[config.mk]
export PLATFORM = sky130hd
export DESIGN_NAME = pipeline_hazard_ctrl
export DESIGN_NICKNAME = d
export VERILOG_FILES = /design/src/rtl/cpu_pipe_pkg.sv /design/src/rtl/hazard_fwd_sel.sv /design/src/rtl/pipeline_hazard_ctrl.sv
export SDC_FILE = /design/constraint.sdc
export NUM_CORES = 1
export LEC_CHECK = 0
export BUFFER_PORTS_ARGS = -buffer_cell sky130_fd_sc_hd__buf_4
export CAP_MARGIN = 20
export CELL_PAD_IN_SITES_DETAIL_PLACEMENT = 0
export CELL_PAD_IN_SITES_GLOBAL_PLACEMENT = 2
export CORE_UTILIZATION = 25
export CTS_CLUSTER_DIAMETER = 100
export DETAILED_ROUTE_END_ITERATION = 8
export PLACE_DENSITY_LB_ADDON = 0.1
export SLEW_MARGIN = 20
export SYNTH_ARGS = -nofsm -noshare
export SYNTH_HDL_FRONTEND = slang
export SYNTH_SLANG_ARGS = --single-unit
[constraint.sdc]
create_clock -name clk -period 2.2 [get_ports clk]
set_clock_uncertainty 0.2 [all_clocks]
set_input_delay 0 -clock clk [delete_from_list [all_inputs] [get_ports clk]]
set_output_delay 0 -clock clk [all_outputs]
set_load 0.03 [all_outputs]
[src/rtl/cpu_pipe_pkg.sv]
`default_nettype none
// +----------------------------------------------------------------------+
// | Package  : cpu_pipe_pkg                                              |
// | Purpose  : Shared pipeline-control encodings for the 5-stage core.   |
// | Revision : 1.0                                                       |
// +----------------------------------------------------------------------+
package cpu_pipe_pkg;

   // Operand source select for the EX-stage ALU inputs
   typedef enum logic [1:0] {
      FWD_REGFILE = 2'b00,
      FWD_WB      = 2'b01,
      FWD_MEM     = 2'b10
   } fwd_sel_e;

   localparam logic [6:0] OPC_LOAD   = 7'b0000011;
   localparam logic [6:0] OPC_STORE  = 7'b0100011;
   localparam logic [6:0] OPC_OP_IMM = 7'b0010011;
   localparam logic [6:0] OPC_OP     = 7'b0110011;
   localparam logic [6:0] OPC_BRANCH = 7'b1100011;
   localparam logic [6:0] OPC_JAL    = 7'b1101111;
   localparam logic [6:0] OPC_JALR   = 7'b1100111;

   // Opcodes whose resolution in MEM may redirect the fetch stream
   function automatic logic is_redirect_opc(input logic [6:0] opc);
      return (opc == OPC_BRANCH) || (opc == OPC_JAL) || (opc == OPC_JALR);
   endfunction

endpackage
`default_nettype wire

[src/rtl/hazard_fwd_sel.sv]
`default_nettype none
// +----------------------------------------------------------------------+
// | Module   : hazard_fwd_sel                                            |
// | Purpose  : EX-stage operand forwarding selects (EX_MEM beats MEM_WB).|
// | Revision : 1.0                                                       |
// +----------------------------------------------------------------------+
module hazard_fwd_sel
   import cpu_pipe_pkg::*;
#(
   parameter int REG_ADDR_W = 5
) (
   input  logic [REG_ADDR_W-1:0] rs1_ex,
   input  logic [REG_ADDR_W-1:0] rs2_ex,
   input  logic [REG_ADDR_W-1:0] rd_mem,
   input  logic                  reg_write_mem,
   input  logic [REG_ADDR_W-1:0] rd_wb,
   input  logic                  reg_write_wb,
   output logic [1:0]            forward_a,
   output logic [1:0]            forward_b
);

   logic [1:0][REG_ADDR_W-1:0] w_rs;
   logic [1:0][1:0]            w_fwd;

   assign w_rs[0] = rs1_ex;
   assign w_rs[1] = rs2_ex;

   for (genvar gi = 0; gi < 2; gi++) begin : g_operand
      // x0 is hard-wired zero and must never be forwarded
      always_comb begin
         w_fwd[gi] = FWD_REGFILE;
         if (w_rs[gi] != '0) begin
            if (reg_write_mem && (rd_mem == w_rs[gi])) begin
               w_fwd[gi] = FWD_MEM;
            end else if (reg_write_wb && (rd_wb == w_rs[gi])) begin
               w_fwd[gi] = FWD_WB;
            end
         end
      end
   end

   assign forward_a = w_fwd[0];
   assign forward_b = w_fwd[1];

endmodule
`default_nettype wire

[src/rtl/pipeline_hazard_ctrl.sv]
`default_nettype none
// +----------------------------------------------------------------------+
// | Module   : pipeline_hazard_ctrl                                      |
// | Purpose  : Stage enables/flushes, stalls, forwarding and perf counts.|
// | Revision : 1.0                                                       |
// +----------------------------------------------------------------------+
module pipeline_hazard_ctrl
   import cpu_pipe_pkg::*;
#(
   parameter int REG_ADDR_W = 5,
   parameter int MUL_LAT    = 3,
   parameter int CNT_W      = 32
) (
   input  logic                  clk,
   input  logic                  arst_n,
   input  logic                  enable,
   input  logic [REG_ADDR_W-1:0] rs1_id,
   input  logic [REG_ADDR_W-1:0] rs2_id,
   input  logic                  uses_rs2_id,
   input  logic [REG_ADDR_W-1:0] rs1_ex,
   input  logic [REG_ADDR_W-1:0] rs2_ex,
   input  logic [REG_ADDR_W-1:0] rd_ex,
   input  logic                  mem_read_ex,
   input  logic                  is_mul_ex,
   input  logic [REG_ADDR_W-1:0] rd_mem,
   input  logic                  reg_write_mem,
   input  logic [REG_ADDR_W-1:0] rd_wb,
   input  logic                  reg_write_wb,
   input  logic                  redirect_mem,
   output logic                  pc_en,
   output logic                  if_id_en,
   output logic                  id_ex_en,
   output logic                  ex_mem_en,
   output logic                  mem_wb_en,
   output logic                  if_id_flush,
   output logic                  id_ex_flush,
   output logic                  ex_mem_flush,
   output logic [1:0]            forward_a,
   output logic [1:0]            forward_b,
   output logic                  mul_busy,
   output logic [CNT_W-1:0]      stall_cycles,
   output logic [CNT_W-1:0]      flush_count
);

   localparam int                 c_MUL_W   = $clog2(MUL_LAT) + 1;
   localparam logic [c_MUL_W-1:0] c_MUL_LIM = c_MUL_W'(MUL_LAT - 1);
   localparam logic [CNT_W-1:0]   c_CNT_MAX = {CNT_W{1'b1}};

   logic               r_run;
   logic [c_MUL_W-1:0] r_mul_cnt;
   logic [CNT_W-1:0]   r_stall_cycles;
   logic [CNT_W-1:0]   r_flush_count;

   logic w_load_use_raw;
   logic w_mul_stall;
   logic w_load_use;

   assign w_load_use_raw = mem_read_ex && (rd_ex != '0) &&
                           ((rd_ex == rs1_id) || (uses_rs2_id && (rd_ex == rs2_id)));

   // Redirect outranks the multiply stall, which in turn hides load-use
   assign w_mul_stall = r_run && !redirect_mem && is_mul_ex && (r_mul_cnt < c_MUL_LIM);
   assign w_load_use  = r_run && !redirect_mem && !w_mul_stall && w_load_use_raw;

   always_comb begin
      pc_en        = 1'b0;
      if_id_en     = 1'b0;
      id_ex_en     = 1'b0;
      ex_mem_en    = 1'b0;
      mem_wb_en    = 1'b0;
      if_id_flush  = 1'b0;
      id_ex_flush  = 1'b0;
      ex_mem_flush = 1'b0;
      if (r_run) begin
         pc_en     = 1'b1;
         if_id_en  = 1'b1;
         id_ex_en  = 1'b1;
         ex_mem_en = 1'b1;
         mem_wb_en = 1'b1;
         if (redirect_mem) begin
            if_id_flush  = 1'b1;
            id_ex_flush  = 1'b1;
            ex_mem_flush = 1'b1;
         end else if (w_mul_stall) begin
            pc_en        = 1'b0;
            if_id_en     = 1'b0;
            id_ex_en     = 1'b0;
            ex_mem_flush = 1'b1;
         end else if (w_load_use) begin
            pc_en       = 1'b0;
            if_id_en    = 1'b0;
            id_ex_flush = 1'b1;
         end
      end
   end

   assign mul_busy = w_mul_stall;

   // While run is low all state freezes so execution resumes where it left off
   always_ff @(posedge clk or negedge arst_n) begin
      if (!arst_n) begin
         r_run          <= 1'b0;
         r_mul_cnt      <= '0;
         r_stall_cycles <= '0;
         r_flush_count  <= '0;
      end else begin
         r_run <= enable;
         if (r_run) begin
            if (w_mul_stall) begin
               r_mul_cnt <= r_mul_cnt + c_MUL_W'(1);
            end else begin
               r_mul_cnt <= '0;
            end
            if (redirect_mem && (r_flush_count != c_CNT_MAX)) begin
               r_flush_count <= r_flush_count + CNT_W'(1);
            end
            if (!pc_en && (r_stall_cycles != c_CNT_MAX)) begin
               r_stall_cycles <= r_stall_cycles + CNT_W'(1);
            end
         end
      end
   end

   assign stall_cycles = r_stall_cycles;
   assign flush_count  = r_flush_count;

   hazard_fwd_sel #(
      .REG_ADDR_W (REG_ADDR_W)
   ) u_fwd_sel (
      .rs1_ex        (rs1_ex),
      .rs2_ex        (rs2_ex),
      .rd_mem        (rd_mem),
      .reg_write_mem (reg_write_mem),
      .rd_wb         (rd_wb),
      .reg_write_wb  (reg_write_wb),
      .forward_a     (forward_a),
      .forward_b     (forward_b)
   );

endmodule
`default_nettype wire
==> impl_metrics.env, run 1 <==
export IMPL_synth_avg_cell_area_sq_um=10.17
export IMPL_clk_pin_slew_worst_paths_ns=0.05
export IMPL_numClockSinks=68
export IMPL_synth_edf_count=0
export IMPL_drt_wirelength_per_cell_um=14.28
export IMPL_cts_path_max_buffers=2
export IMPL_ant_nets=0
export IMPL_ff_latch_area_sq_um=1718
export IMPL_peakVddDrop_mv=0.3406
export IMPL_dpl_hpwl_um=8226
export IMPL_crit_type="reg -> reg"
export IMPL_synth_area_leaders="dfrtp_1 45%, xor2_1 12%, xnor2_1 9.1%"
export IMPL_slew_headroom_pct=39.69
export IMPL_finalPower_mw=3.636
export IMPL_num_vias=3313
export IMPL_yosysSeqAreaShare_pct=45.36
export IMPL_die_w_um=124.5
export IMPL_endpoint_kind="flip-flop"
export IMPL_grt_max_degree=69
export IMPL_ys_types=41
export IMPL_final_util_pct=39.05
export IMPL_synth_nets=416
export IMPL_arrival_ns=2.18
export IMPL_setup_slack_ns=0.08208
export IMPL_finalInstanceArea_sq_um=5697
export IMPL_fillers=1479
export IMPL_period_needed_ns=2.118
export IMPL_synth_ff_latch_count=68
export IMPL_fmax_ghz=0.4722
export IMPL_wl_um=10690
export IMPL_place_ws_ns=0.02195
export IMPL_synth_cells=369
export IMPL_netlist_area_leader_share_pct=45.36
export IMPL_hold_viol=0
export IMPL_setup_viol=0
export IMPL_async_flop_share_pct=100.0
export IMPL_clk_insertion_delay_late_ns=0.33
export IMPL_startpoint_type="flip-flop"
export IMPL_grt_use_met2_pct=23.92
export IMPL_cap_violations=0
export IMPL_rsz0062_at_grt="yes"
export IMPL_leakage_nw=2.788
export IMPL_placed_area_sq_um=5326
export IMPL_busiest_layer="met2"
export IMPL_initial_core_util_pct=25.71
export IMPL_maxSlewViolCount=0
export IMPL_gr_usage_met3_pct=3.909
export IMPL_cts_buffers=9
export IMPL_clockRootBuffer="clkbuf_16"
export IMPL_crit_required_ns=2.26
export IMPL_multi_input_area_sq_um=2042
export IMPL_ys_warn_count=0
export IMPL_grt_use_met1_pct=17.66
export IMPL_area_growth_pct=51.87
export IMPL_grt_pass1_wl_um=17440
export IMPL_coreArea_sq_um=14590
export IMPL_gp_congestion=0.7392
export IMPL_cellPowerDensity_nw_per_um2=638.3
export IMPL_drt_iter0_markers=71
export IMPL_die_height_um=124.5
export IMPL_drive_gt1_share_pct=42.65
export IMPL_antenna_found_initial=0
export IMPL_period_share_pct=96.27
export IMPL_outcome="completed"
export IMPL_synthFlopType="dfrtp_1"
export IMPL_tightestPinTransition_ns=0.9047
export IMPL_vias_per_cell=4.423
export IMPL_nNetsFinal=607
export IMPL_cts_tree="yes"
export IMPL_syn_cell_area_sq_um=3751
export IMPL_groute_usage_overall_pct=14.34
export IMPL_drc=0
export IMPL_diodes=0
export IMPL_first_pass_iters=4
export IMPL_port_buffers=120
export IMPL_io_pin_count=121
export IMPL_h_tree_depth=3
export IMPL_yosysTopAreaCell="dfrtp_1"
export IMPL_cp_max_fo=4
export IMPL_dieArea_sq_um=15500
export IMPL_rows=44
export IMPL_grt_pass1_vias=3453
export IMPL_globalRouteOverflowTotal=0
export IMPL_hold_class="in -> reg"
[cell usage in the layout, fill, tap and decap left out, drive strengths merged, types with 5 or more instances in the layout]
master / instances
nor3: 18
dfrtp: 68
nand4: 14
nor2: 26
inv: 11
nor4: 14
and4: 5
or2: 5
nand3: 29
buf: 184
and3: 6
xor2: 53
clkbuf: 14
xnor2: 39
nand2: 46
[stage by stage]
step	hold slack (ns)	setup TNS, ns	instances
floorplan	-0.4956	-0.005393	369
global placement	-0.08799	0	726
detailed placement	-0.08812	0	726
CTS	0.008541	0	744
global route	0.05502	-0.1085	749
finish	0.02109	0	749
[power breakdown]
part / leakage (nW) / switching (mW) / internal, mW
clock: 0.131 / 0.528 / 0.791
sequential: 0.893 / 0.0796 / 1.35
combinational: 1.76 / 0.499 / 0.391
total: 2.79 / 1.11 / 2.53
[per-layer routing]
| metal | up-vias | wire length, um |
|---|---|---|
| li1 | 1653 | - |
| met1 | 1579 | 4738 |
| met2 | 73 | 5357 |
| met3 | 8 | 466 |
| met4 | 0 | 131 |
| met5 | - | 0 |
[synthesized netlist by cell type, drive strengths merged, types with 2 or more instances]
cell,count
nor2,26
and3,6
nor4,14
xnor2,39
xor2,53
dfrtp,68
nor4b,2
and4,5
buf,6
nand2,46
nand4,14
or3,3
or2,5
or4,4
inv,11
nor3,18
nand3,29
o21ai,3
ha,3
and2,4
[cell families after synthesis]
logic type	synth area share [%]
xor+xnor	21.48
compound gates	2.368
flops	45.36
fa+ha+maj	1.001
mux	0.5670
simple gates	26.85
buf+inv	2.368
[registers in the layout (all words and copies together), names as in the netlist]
register	cells
flush_count	32
r_run	1
stall_cycles	32
r_mul_cnt	3
[path summary, 6_finish.rpt]
kind | from | end | slack (ns) | depth (start not counted)
worst max-delay path | flush_count[6] | flush_count[31] | 0.08 | 7
min in group asynchronous | arst_n | flush_count[17] | 0.14 | 2
worst min register to register | r_mul_cnt[0] | r_mul_cnt[0] | 0.28 | 1
worst min-delay path | redirect_mem | r_mul_cnt[0] | 0.02 | 6
max in group asynchronous | arst_n | stall_cycles[1] | 1.00 | 2
worst max register to register | flush_count[6] | flush_count[31] | 0.08 | 7
[final cells by class]
cell class / count / share of cell area [%]
Clock buffer: 14 / 4.459
Clock inverter: 2 / 0.1757
Inverter: 11 / 0.7248
Multi-Input combinational cell: 284 / 35.84
Sequential cell: 68 / 30.16
Tap cell: 184 / 4.041
Timing Repair Buffer: 186 / 24.60
[critical path, cell delays in order (launching register included)]
cell     delay [ns]
dfrtp_2        0.42
and4_4         0.19
and3_4         0.20
a41oi_4        0.28
nand4_4        0.14
or2_1          0.27
nor3_2         0.19
xor2_1         0.15
[timing repair]
| action | CTS | global route |
|---|---|---|
| setup endpoints to repair | 1 | 18 |
| pin swaps | 0 | 6 |
| buffers inserted | 0 | 5 |
| gates resized for setup | 1 | 10 |
| hold buffers | 2 | 0 |
| endpoints found under the hold margin | 69 | 0 |
(Power assumes the default switching activity.)
==> inputs of run 2 (changes only) <==
- RECOVER_POWER: not set -> 25
==> impl_metrics.env, run 2 (synthesis gave the netlist of run 1 again) <==
export IMPL_drt_wirelength_per_cell_um=14.28
export IMPL_min_path_cells=6
export IMPL_ant_nets=0
export IMPL_num_vias=3311
export IMPL_diodes=0
export IMPL_wirelength_met1_um=4744
export IMPL_clockRootBuffer="clkbuf_16"
export IMPL_coreArea_sq_um=14590
export IMPL_dpl_hpwl_um=8226
export IMPL_placed_area_sq_um=5326
export IMPL_drt_iter0_markers=69
export IMPL_wl_met2_um=5369
export IMPL_nNetsFinal=607
export IMPL_cellPowerDensity_nw_per_um2=655.2
export IMPL_h_tree_depth=3
export IMPL_period_share_pct=96.27
export IMPL_port_buffers=120
export IMPL_arrival_ns=2.18
export IMPL_fmax_ghz=0.4722
export IMPL_hold_viol=0
export IMPL_hold_class="in -> reg"
export IMPL_cap_violations=0
export IMPL_maxSlewViolCount=0
export IMPL_highest_layer="met4"
export IMPL_holdCritStartpoint="redirect_mem"
export IMPL_crit_required_ns=2.26
export IMPL_drc=0
export IMPL_regToRegSetupSlack_ns=0.08
export IMPL_numClockSinks=68
export IMPL_startpoint_type="flip-flop"
export IMPL_p_int_mw=2.506
export IMPL_clk_insertion_delay_late_ns=0.33
export IMPL_leakage_nw=2.585
export IMPL_first_pass_iters=4
export IMPL_placed_cells=726
export IMPL_peakVddDrop_mv=0.3402
export IMPL_rsz0062_at_grt="yes"
export IMPL_timing_rr_start="flush_count[6]"
export IMPL_groute_usage_overall_pct=14.34
export IMPL_p_clk_share_pct=36.5
export IMPL_vias_per_cell=4.421
export IMPL_setup_viol=0
export IMPL_power_switching_mw=1.107
export IMPL_period_needed_ns=2.118
export IMPL_drive_gt1_share_pct=33.98
export IMPL_initial_core_util_pct=25.71
export IMPL_pwr_share_comb_pct=24.0
export IMPL_rows=44
export IMPL_route_met3_wl_um=448
export IMPL_cts_path_max_buffers=2
export IMPL_outcome="completed"
export IMPL_tightestPinTransition_ns=0.9050
export IMPL_area_growth_pct=46.96
export IMPL_cts_tree="yes"
export IMPL_globalRouteOverflowTotal=0
export IMPL_gp_congestion=0.7392
export IMPL_die_w_um=124.5
export IMPL_crit_type="reg -> reg"
export IMPL_cp_max_fo=4
export IMPL_endpoint_kind="flip-flop"
export IMPL_final_cells=749
export IMPL_cts_buffers=9
export IMPL_fin_setup_tns_ns=0
export IMPL_final_common_cell="buf_4"
export IMPL_grt_pass1_vias=3453
export IMPL_p_seq_share_pct=39.5
export IMPL_grt_max_degree=69
export IMPL_final_cell_mix="134 x buf_4, 55 x dfrtp_1, 53 x xor2_1, 53 x clkbuf_1, 46 x nand2_1"
export IMPL_io_pin_count=121
export IMPL_antenna_found_initial=0
export IMPL_die_height_um=124.5
export IMPL_slew_headroom_pct=39.66
export IMPL_worstHoldEndpoint="r_mul_cnt[0]"
export IMPL_clk_pin_slew_worst_paths_ns=0.05
export IMPL_grt_pass1_wl_um=17440
export IMPL_dieArea_sq_um=15500
export IMPL_p_sw_share_pct=30.64
export IMPL_rr_endpoint="flush_count[31]"
export IMPL_finalInstanceArea_sq_um=5513
export IMPL_wl_um=10700
export IMPL_r2r_cells=7
==> run 2: cell types whose count changed in the layout (fill, tap and decap cells not counted) <==
cell / change
buf_4: -50
clkbuf_1: +49
clkbuf_4: +1
==> run 2: power by group through the flow <==
stage | logic [mW] | clock network, mW | registers, mW
5_1_grt | 0.951 | 1.43 | 1.44
3_3_place_gp | 0.891 | 0 | 1.44
3_5_place_dp | 0.900 | 0 | 1.45
4_1_cts | 0.905 | 1.38 | 1.43
2_1_floorplan | 0.242 | 0 | 1.65
6_report | 0.866 | 1.32 | 1.43
==> run 2: how the worst max path moves through the flow <==
stage	start	slack (ns)	end
3_5_place_dp	flush_count[10]	0.02	flush_count[28]
2_1_floorplan	flush_count[4]	-0.004	flush_count[25]
6_report	flush_count[6]	0.08	flush_count[31]
5_1_grt	flush_count[16]	-0.06	flush_count[28]
3_3_place_gp	flush_count[12]	0.02	flush_count[28]
4_1_cts	r_mul_cnt[1]	0.01	stall_cycles[28]
==> run 2: routing by layer <==
metal | up-vias | global-route usage, %
met4 | 0 | 5.103
met3 | 9 | 3.909
met1 | 1574 | 17.66
met5 | - | 0
li1 | 1655 | -
met2 | 73 | 23.92
==> run 2: layout make-up <==
type                       count  area [sq um]
fill                        1524          9076
multi-input combinational    284          2042
sequential                    68          1718
timing repair buffer         186          1217
clock buffer                  14         254.0
tap                          184         230.2
inverter                      11         41.29
clock inverter                 2         10.01
==> run 2: critical path, stage by stage, from the launching register on <==
cell     delay, ns
dfrtp_2       0.42
and4_4        0.19
and3_4        0.20
a41oi_4       0.28
nand4_4       0.14
or2_1         0.27
nor3_2        0.19
xor2_1        0.15
==> run 2: through the flow <==
stage               hold slack (ns)  util, %  total power [mW]  setup slack [ns]
finish                      0.02126    37.79             3.612           0.08213
global route                0.05502    37.79             3.822          -0.05909
CTS                        0.008541    38.50             3.715          0.009651
floorplan                   -0.4956        -             1.891         -0.003968
detailed placement         -0.08812    36.51             2.349           0.02195
global placement           -0.08799    36.51             2.333           0.02252
==> run 2: what timing repair did <==
| action | in CTS | in global routing |
|---|---|---|
| pin swaps | 0 | 6 |
| endpoints found under the hold margin | 69 | 0 |
| cloned | 0 | 0 |
| resized for setup | 1 | 10 |
| hold buffers | 2 | 0 |
| setup endpoints to repair | 1 | 18 |
| setup buffers | 0 | 5 |
==> inputs of run 3 (changes only) <==
- RECOVER_POWER: 25 -> 50
==> impl_metrics.env, run 3 (synthesis gave the netlist of run 1 again) <==
export IMPL_crit_required_ns=2.26
export IMPL_die_height_um=124.5
export IMPL_drt_iter0_markers=63
export IMPL_vias_per_cell=4.445
export IMPL_leakage_nw=2.535
export IMPL_drc=0
export IMPL_drive_gt1_share_pct=31.86
export IMPL_grt_max_degree=69
export IMPL_cellPowerDensity_nw_per_um2=655.6
export IMPL_slew_headroom_pct=39.92
export IMPL_setup_viol=0
export IMPL_port_buffers=120
export IMPL_hold_class="in -> reg"
export IMPL_p_seq_share_pct=39.8
export IMPL_diodes=0
export IMPL_startpoint_type="flip-flop"
export IMPL_maxSlewViolCount=0
export IMPL_ant_nets=0
export IMPL_finalPower_mw=3.584
export IMPL_initial_core_util_pct=25.71
export IMPL_coreArea_sq_um=14590
export IMPL_outcome="completed"
export IMPL_period_share_pct=96.36
export IMPL_first_pass_iters=4
export IMPL_finalInstanceArea_sq_um=5468
export IMPL_nNetsFinal=607
export IMPL_pwr_share_comb_pct=23.4
export IMPL_num_vias=3329
export IMPL_clk_pin_slew_worst_paths_ns=0.05
export IMPL_wl_um=10700
export IMPL_arrival_ns=2.18
export IMPL_gp_congestion=0.7392
export IMPL_grt_pass1_wl_um=17440
export IMPL_cap_violations=0
export IMPL_power_switching_mw=1.108
export IMPL_io_pin_count=121
export IMPL_cp_max_fo=4
export IMPL_path_cells="and4_4, and3_4, a41oi_4, nand4_4, or2_1, nor3_2, xor2_1"
export IMPL_dieArea_sq_um=15500
export IMPL_cts_path_max_buffers=2
export IMPL_grt_pass1_vias=3453
export IMPL_cts_tree="yes"
export IMPL_drt_wirelength_per_cell_um=14.29
export IMPL_antenna_found_initial=0
export IMPL_final_common_cell="buf_4"
export IMPL_tightestPinTransition_ns=0.9011
export IMPL_slowest_delay_ns=0.42
export IMPL_cpMaxStageDelayCell="dfrtp_2"
export IMPL_peakVddDrop_mv=0.3402
export IMPL_clockRootBuffer="clkbuf_16"
export IMPL_endpoint_kind="flip-flop"
export IMPL_fmax_ghz=0.4717
export IMPL_globalRouteOverflowTotal=0
export IMPL_die_w_um=124.5
export IMPL_period_needed_ns=2.120
export IMPL_rsz0062_at_grt="yes"
export IMPL_placed_area_sq_um=5326
export IMPL_crit_type="reg -> reg"
export IMPL_area_growth_pct=45.76
export IMPL_dpl_hpwl_um=8226
export IMPL_h_tree_depth=3
export IMPL_numClockSinks=68
export IMPL_fillers=1538
export IMPL_p_clk_share_pct=36.8
export IMPL_p_int_mw=2.476
export IMPL_p_sw_share_pct=30.91
export IMPL_groute_usage_overall_pct=14.34
export IMPL_rows=44
export IMPL_cts_buffers=9
export IMPL_hold_viol=0
export IMPL_clk_insertion_delay_late_ns=0.33
export IMPL_final_cell_mix="122 x buf_4, 65 x clkbuf_1, 55 x dfrtp_1"
==> run 3: cell count changes in the layout (fill, tap and decap cells not counted) <==
cell / previous run / this run
buf_4: 134 / 122
clkbuf_1: 53 / 65
==> run 3: power groups by stage <==
stage / Clock, mW / Sequential, mW / Combinational [mW]
after CTS: 1.38 / 1.43 / 0.905
after detailed placement: 0 / 1.45 / 0.900
final: 1.32 / 1.43 / 0.838
after floorplan: 0 / 1.65 / 0.242
after global placement: 0 / 1.44 / 0.891
after global routing: 1.43 / 1.44 / 0.921
==> run 3: metrics by stage <==
| step | hold WS [ns] | TNS (ns) | util (%) | std cells | setup slack, ns |
|---|---|---|---|---|---|
| detailed placement | -0.08812 | 0 | 36.51 | 726 | 0.02195 |
| global route | 0.05502 | -0.1195 | 37.48 | 749 | -0.05909 |
| global placement | -0.08799 | 0 | 36.51 | 726 | 0.02252 |
| floorplan | -0.4956 | -0.005393 | - | 369 | -0.003968 |
| finish | 0.02139 | 0 | 37.48 | 749 | 0.08010 |
| CTS | 0.008541 | 0 | 38.50 | 744 | 0.009651 |
==> run 3: per-layer routing <==
layer / GRT usage [%] / vias up / wire length, um
met1: 17.66 / 1590 / 4739
met5: 0 / - / 0
met4: 5.103 / 0 / 131
met2: 23.92 / 75 / 5371
met3: 3.909 / 9 / 460
li1: - / 1655 / -
==> run 3: path summary, 6_finish.rpt <==
kind / slack [ns] / end / startpoint / cells after the start
min in group asynchronous: 0.15 / flush_count[15] / arst_n / 2
max: 0.08 / flush_count[31] / flush_count[6] / 7
max reg2reg: 0.08 / flush_count[31] / flush_count[6] / 7
min: 0.02 / r_mul_cnt[0] / redirect_mem / 6
min reg2reg: 0.28 / r_mul_cnt[0] / r_mul_cnt[0] / 1
max in group asynchronous: 1.01 / stall_cycles[1] / arst_n / 2
==> run 3: area by class of cell <==
cell class | count | area, sq um | area share, %
Clock buffer | 14 | 254.0 | 4.645
Timing Repair Buffer | 186 | 1172 | 21.44
Clock inverter | 2 | 10.01 | 0.1831
Multi-Input combinational cell | 284 | 2042 | 37.35
Tap cell | 184 | 230.2 | 4.211
Inverter | 11 | 41.29 | 0.7551
Sequential cell | 68 | 1718 | 31.42
==> run 3: what timing repair did <==
action / CTS / global route
setup buffers: 0 / 5
setup endpoints to repair: 1 / 18
endpoints found under the hold margin: 69 / 0
gates cloned: 0 / 0
pin swaps: 0 / 6
gates resized for setup: 1 / 10
hold buffers: 2 / 0
==> run 3: worst max-delay path: cells and delay by family, from the launching register on <==
| family | cells | cell delay, ns |
|---|---|---|
| AOI/OAI and AO/OA | 1 | 0.28 |
| DFF | 1 | 0.42 |
| xor gates and xnor gates | 1 | 0.15 |
| and+or+nand+nor | 5 | 1.00 |
